**src/rtl/serial_mult_arbiter.sv**
```systemverilog
// Round-robin arbiter sharing one serial shift-add multiplier core among NUM_REQ requesters,
// with a watchdog that aborts an operation whose core result never arrives.
module serial_mult_arbiter #(
    parameter int WIDTH   = 4,
    parameter int NUM_REQ = 4,
    parameter int ID_W    = 2,
    parameter int TIMEOUT = 16
) (
    input  logic                     clk,
    input  logic                     rst_n,
    input  logic [NUM_REQ-1:0]       req_valid,
    output logic [NUM_REQ-1:0]       req_ready,
    input  logic [NUM_REQ*WIDTH-1:0] req_a,
    input  logic [NUM_REQ*WIDTH-1:0] req_b,
    output logic                     resp_valid,
    output logic [ID_W-1:0]          resp_id,
    output logic [2*WIDTH-1:0]       resp_product,
    output logic                     resp_err,
    output logic                     busy,
    output logic                     mult_valid,
    output logic [WIDTH-1:0]         mult_a,
    output logic [WIDTH-1:0]         mult_b,
    input  logic                     mult_product_valid,
    input  logic [2*WIDTH-1:0]       mult_product
);

    localparam int unsigned NR   = NUM_REQ;
    localparam int          WD_W = (TIMEOUT > 2) ? $clog2(TIMEOUT) : 1;

    typedef enum logic [1:0] {
        S_IDLE,
        S_ISSUE,
        S_WAIT
    } state_t;

    state_t              r_state;
    state_t              w_next;
    logic [ID_W-1:0]     r_ptr;
    logic [ID_W-1:0]     r_id;
    logic [WD_W-1:0]     r_wd;
    logic [WIDTH-1:0]    r_a;
    logic [WIDTH-1:0]    r_b;
    logic                r_resp_valid;
    logic                r_resp_err;
    logic [ID_W-1:0]     r_resp_id;
    logic [2*WIDTH-1:0]  r_resp_product;

    logic                w_found;
    logic [ID_W-1:0]     w_gid;
    logic                w_accept;
    logic                w_timeout;
    logic [WIDTH-1:0]    w_ga;
    logic [WIDTH-1:0]    w_gb;

    // Scan offsets from the far end down so the nearest requester after the pointer wins.
    always_comb begin
        int unsigned idx;
        w_found = 1'b0;
        w_gid   = '0;
        idx     = 0;
        for (int unsigned k = NR; k >= 1; k--) begin
            idx = (32'(r_ptr) + k) % NR;
            if (req_valid[idx]) begin
                w_found = 1'b1;
                w_gid   = ID_W'(idx);
            end
        end
    end

    always_comb begin
        w_ga = req_a[w_gid*WIDTH +: WIDTH];
        w_gb = req_b[w_gid*WIDTH +: WIDTH];
    end

    assign w_accept  = (r_state == S_IDLE) && w_found;
    assign w_timeout = (r_wd == WD_W'(TIMEOUT - 1));
    assign req_ready = w_accept ? (NUM_REQ'(1) << w_gid) : '0;

    always_ff @(posedge clk or negedge rst_n) begin
        if (!rst_n) r_state <= S_IDLE;
        else        r_state <= w_next;
    end

    always_comb begin
        w_next = r_state;
        case (r_state)
            S_IDLE:  if (w_accept) w_next = S_ISSUE;
            S_ISSUE: w_next = S_WAIT;
            S_WAIT:  if (mult_product_valid || w_timeout) w_next = S_IDLE;
            default: w_next = S_IDLE;
        endcase
    end

    always_ff @(posedge clk or negedge rst_n) begin
        if (!rst_n) begin
            r_ptr          <= ID_W'(NUM_REQ - 1);
            r_id           <= '0;
            r_wd           <= '0;
            r_a            <= '0;
            r_b            <= '0;
            r_resp_valid   <= 1'b0;
            r_resp_err     <= 1'b0;
            r_resp_id      <= '0;
            r_resp_product <= '0;
        end else begin
            r_resp_valid <= 1'b0;
            r_resp_err   <= 1'b0;
            r_resp_id    <= '0;
            if (w_accept) begin
                r_a   <= w_ga;
                r_b   <= w_gb;
                r_id  <= w_gid;
                r_ptr <= w_gid;
            end
            // A real product beats a coincident timeout.
            if (r_state == S_WAIT) begin
                if (mult_product_valid) begin
                    r_resp_product <= mult_product;
                    r_resp_valid   <= 1'b1;
                    r_resp_id      <= r_id;
                    r_wd           <= '0;
                end else if (w_timeout) begin
                    r_resp_product <= '0;
                    r_resp_valid   <= 1'b1;
                    r_resp_err     <= 1'b1;
                    r_resp_id      <= r_id;
                    r_wd           <= '0;
                end else begin
                    r_wd <= r_wd + 1'b1;
                end
            end
        end
    end

    assign resp_valid   = r_resp_valid;
    assign resp_err     = r_resp_err;
    assign resp_id      = r_resp_id;
    assign resp_product = r_resp_product;
    assign busy         = (r_state != S_IDLE);
    assign mult_valid   = (r_state == S_ISSUE);
    assign mult_a       = r_a;
    assign mult_b       = r_b;

endmodule
```
**config.mk**
```make
export PLATFORM = sky130hd
export DESIGN_NAME = serial_mult_arbiter
export DESIGN_NICKNAME = d
export VERILOG_FILES = /design/src/rtl/serial_mult_arbiter.sv
export SDC_FILE = /design/constraint.sdc
export NUM_CORES = 1
export LEC_CHECK = 0
export BUFFER_PORTS_ARGS = -buffer_cell sky130_fd_sc_hd__buf_2
export CAP_MARGIN = 20
export CORE_ASPECT_RATIO = 0.5
export CORE_MARGIN = 4
export CORE_UTILIZATION = 41
export CTS_CLUSTER_SIZE = 16
export DETAILED_ROUTE_END_ITERATION = 12
export GPL_TIMING_DRIVEN = 0
export PLACE_DENSITY_LB_ADDON = 0.15
export SKIP_LAST_GASP = 1
export SYNTH_ARGS = -nofsm -noshare
export SYNTH_HDL_FRONTEND = slang
export SYNTH_SLANG_ARGS = --single-unit
```
**constraint.sdc**
```tcl
create_clock -name clk -period 1.6 [get_ports clk]
set_input_delay 0.32 -clock clk [delete_from_list [all_inputs] [get_ports clk]]
set_output_delay 0.32 -clock clk [all_outputs]
set_load 0.05 [all_outputs]
```
* Yosys cells after proc, flatten, opt, wreduce, memory -nomap -nowiden
Index checks and enable logic that the tools add are counted.
Word-level totals: bits in registers 30, input port bits 47, output and inout port bits 26, logic and storage cells 66
Cells by class: add/sub/neg operators 5, order comparisons 4, eq/ne operators 5, shifts and indexed selects 3, mux-type cells 32, reductions and logical operators 7
Operator list (number):
- $shiftx 16x5->4 | 2
- $mux 2 | 9
- $mux 8 | 2
- $mux 1 | 13
- $lt 2x3->1 const B | 4
- $mux 4 | 3
- $bmux 1 s2 | 4
- $pmux 2 s3 | 1
- $add 2x1->2 const B | 2
- $add 2x2->2 const B | 2
- $add 4x1->4 const B | 1
- $eq 4x4->1 const B | 1
- $ne 2x2->1 const B | 2
- $reduce_and 2->1 | 2
- $reduce_bool 2->1 | 2
- $shl 1x2->4 const A | 1
- $eq 2x1->1 const B | 1
- $eq 2x2->1 const B | 1
- $logic_not 2->1 | 1
- $logic_and 1x1->1 | 1
- $logic_or 1x1->1 | 1

* Depth between registers and ports, before layout
depth in word-level cells 10, mapped depth 7, mapped depth without buffers 5

* Least setup slack after synthesis
No wires, ideal clock.
path kind register to output, from register r_state[1], to output req_ready[2], arrival time 2146 ps, required time 1280 ps, setup slack -866 ps, stages on the path, launching flop included 8, buffers on the path 2, path through dfrtp_1 -> or2_1 -> a21o_1 -> buf_6 -> inv_6 -> nand2_2 -> buf_4 -> nor2_1
Between the ends: cells in the longest elaborated chain, start to end 3
RTL lines:
- start, declared | RTL line 36 | state_t r_state;
- start signal, assigned | RTL line 81 | else r_state <= w_next;
- $logic_not 2->1 | RTL line 75 | assign w_accept = (r_state == S_IDLE) && w_found;
- $logic_and 1x1->1 | RTL line 75
- $mux 4 | RTL line 77 | assign req_ready = w_accept ? (NUM_REQ'(1) << w_gid) : '0;
- end, declared | RTL line 12 | output logic [NUM_REQ-1:0] req_ready,
No other way between the ends.

* Final worst setup path
from register r_ptr[0], to output req_ready[0]
Between the ends: cells in the longest elaborated chain, start to end 9, elaborated cells between the ends (all ways) 23, classes of those cells add/sub: 4; shift: 1; mux: 17; reduce/logical: 1
RTL lines:
- start, declared | RTL line 38 | logic [ID_W-1:0] r_ptr;
- start signal, assigned | RTL line 96 | r_ptr <= ID_W'(NUM_REQ - 1);
- start signal, assigned | RTL line 113 | r_ptr <= w_gid;
- $add 2x1->2 | RTL line 62 | idx = (32'(r_ptr) + k) % NR;
- $bmux 1 s2 | RTL line 63 | if (req_valid[idx]) begin
- $mux 1 (not written as such) | RTL line 63
- $mux 2 or $mux 1 (tied branches) (4 in series) | RTL line 63
- $shl 1x2->4 or $logic_and 1x1->1 (tied branches) | RTL line 77, 75
- $mux 4 * | RTL line 77
Every way passes the cells marked *; elsewhere a longest branch is shown, timed or not. The select of a mux whose other input is x is not followed.

==> metrics.txt <==
Final period util=1.26; Initial Util=0.432; largest family of logic cells by synthesized area=compound AO/OA/AOI/OAI gates; RR Startpoint=r_ptr[0]$_DFFE_PN1P_; CTS Sinks=30; depth of the CTS H-tree=2; remaining global-route overflow=0; DRT Pass-1 Iters=4; overall routing resource usage=0.172; Net Sw Frac=0.439; Pleak=1.23 nW; # Max-Cap Violations=0; count of input and output buffers=72; R2R Path End=mult_b[1]$_DFFE_PN0P_; status=complete, but fails checks; P_int=0.00327 W; Syn Nets=184; Die Y=50.9 um; register area=753 um2; antenna violations before repair=0; die area=0.00477 mm2; post-synthesis mux area share=0.106; Longest Clk Path Bufs=2; PwrDens=2340 mW/mm2; final setup margin=-408 ps; Slowest-stage cell, CP=dfstp_2; nets@finish=279; first-pass GRT wire length=6.24 mm; clock share of power=0.165; worst-path cell chain=nand2b_4, o21ai_2, a211oi_4, buf_6, inv_4, nor2_4, buf_8; Post-DP HPWL=2.62 mm; vias per inst=4.89; CP peak stage delay=540 ps; Ports=73; final core utilization=0.713; Layout fillers=249; DRC violations left=0; power share of the sequential group=0.225; Buf/Inv on CP=3; max_slew headroom=0.566; total power=0.00582 W; Final Hold Fails=0; CTS Buf Count=5; Cell Rows=15; RSZ-0062 raised after global routing=true; Slew Limit Fails=0; Min Hold Slack=61.2 ps; crit path launch=r_ptr[0]$_DFFE_PN1P_; hold_buf cts=0; R2R Setup Slk=-220 ps; Crit. End Element=output pin; Max VDD drop=1100 uV; Min-Delay Path Class=in -> async; CTS tree=built; Adder-Cell Fraction of Synth Area=0.00830; vias in the first global route=1345; Synth Area in Simple Gates=0.139; WS Path Type=reg -> out; Reg2Reg Depth=8; failing checks=setup timing; Seq cells post-synth=30; multi-input logic area=861 um2; syn avg cell area=11.1 um2; Die Span X=93.8 um; final cell count without fillers=283; most frequent cells in the layout=buf_2, dfrtp_1, nand2_1, buf_4; Syn Inst Count=136; DR WL/cell=13.8 um; ANT nets after route=0; Worst EP required=1280 ps; Clock transition at path regs=70 ps; Worst EP arrival=1690 ps; Worst-Margin Slew=652 ps; clk_lat worst skew=280 ps; synthesis-to-layout area growth=65.0%; largest net degree at the start of global routing=31; gp weighted congestion=0.774; ant diodes=0; fin crit period=2010 ps; fraction of layout cells with a size suffix above 1=0.603; most common cell after layout, fill and taps aside=buf_2; DRT Wirelength=3.91 mm; cell family with most CP delay=flip-flops; net switching power=0.00255 W; Synth Area in XOR/XNOR=0; final setup vio count=12; synth unique cells=34; Combinational Power Share=0.610; Seq/Total Area, Yosys=0.500; Max FO, Critical Path=4; Cell Area, Synth=0.00151 mm2; CP Launch Type=flip-flop; Iteration-0 DRC Markers=21; FMAX=498 MHz; Inst Count DP=259; Final Skew=3.44 ps; Final TNS setup=-3090 ps; Compound-Gate Fraction of Synth Area=0.198; core area=0.00349 mm2; root buffer cell=clkbuf_8; Ys Warns=0; Via Count=1385
timing repair:
item                                    in CTS  in global routing
endpoints found under the setup margin      12                 22
resized for setup                           23                 23
hold endpoints to repair                     0                  0
setup buffers                               15                  4
cloned                                       1                  0
pin swaps                                    6                  5
worst max-delay path by stage:
stage | slack, ps | depth (start not counted) | endpoint
3_3_place_gp | -450 | 7 | req_ready[2]
5_1_grt | -500 | 7 | req_ready[0]
6_report | -410 | 7 | req_ready[0]
4_1_cts | -470 | 7 | req_ready[0]
2_1_floorplan | -310 | 7 | req_ready[2]
3_5_place_dp | -480 | 7 | req_ready[0]
kinds of logic after synthesis:
group	Yosys count
AND/OR/NAND/NOR	45
AO/OA/AOI/OAI	33
flip-flops	30
multiplexers	16
buffers and inverters	11
adder cells (fa/ha/maj)	1
synth_stat cells:
master	instances	area, um2
dfrtp_1	28	701
nand2_1	17	63.8
mux2i_1	16	160
nor2_1	11	41.3
a22o_1	8	70.1
o221ai_2	8	120
nand2b_1	6	37.5
a21oi_1	5	25.0
buf_6	3	33.8
inv_1	3	11.3
o21ai_0	3	15.0
dfstp_2	2	52.6
nand3b_1	2	15.0
nor2b_1	2	12.5
nor3_1	2	10.0
o21ai_1	2	10.0
a211oi_2	1	12.5
a21o_1	1	7.51
a31o_2	1	8.76
a31oi_1	1	6.26
and2_1	1	6.26
and3_1	1	6.26
buf_2	1	5.00
buf_4	1	7.51
clkbuf_1	1	3.75
ha_1	1	12.5
inv_2	1	3.75
inv_6	1	8.76
nand2_2	1	6.26
nand3_1	1	5.00
o21a_1	1	7.51
o21ai_2	1	8.76
o22ai_1	1	6.26
or2_1	1	6.26
per-stage QoR:
step	cell area (um2)	setup slack, ps
after global placement	2000	-452
after global routing	2490	-503
after floorplan	1570	-310
after CTS	2370	-474
after detailed placement	2000	-476
final	2490	-408
power by group through the flow:
stage               logic (W)  registers [W]  clock network, W
global placement      0.00276        0.00131                 0
floorplan             0.00150        0.00202                 0
CTS                   0.00333        0.00131          0.000992
global route          0.00377        0.00135           0.00103
finish                0.00355        0.00131          0.000960
detailed placement    0.00280        0.00132                 0
cell type report:
cell class                      count  area share
Tap cell                           51      0.0257
Timing Repair Buffer               90       0.231
Sequential cell                    30       0.303
Multi-Input combinational cell     95       0.346
Inverter                            5      0.0116
Buffer                              4      0.0252
Clock inverter                      2      0.0241
Clock buffer                        6      0.0332
layer usage:
| layer | up-vias | part of all wire | GRT usage |
|---|---|---|---|
| li1 | 682 | - | - |
| met1 | 661 | 0.43 | 0.207 |
| met2 | 39 | 0.50 | 0.302 |
| met3 | 3 | 0.067 | 0.0574 |
| met4 | 0 | 0.0074 | 0.0360 |
| met5 | - | 0 | 0 |
flip-flops by register name (all words and copies together), names as in the netlist:
| register | flops |
|---|---|
| resp_err | 1 |
| mult_a | 4 |
| resp_id | 2 |
| r_ptr | 2 |
| r_id | 2 |
| resp_product | 8 |
| resp_valid | 1 |
| mult_b | 4 |
| r_state | 2 |
| r_wd | 4 |
Note: power is estimated with default switching activity, not from simulation.
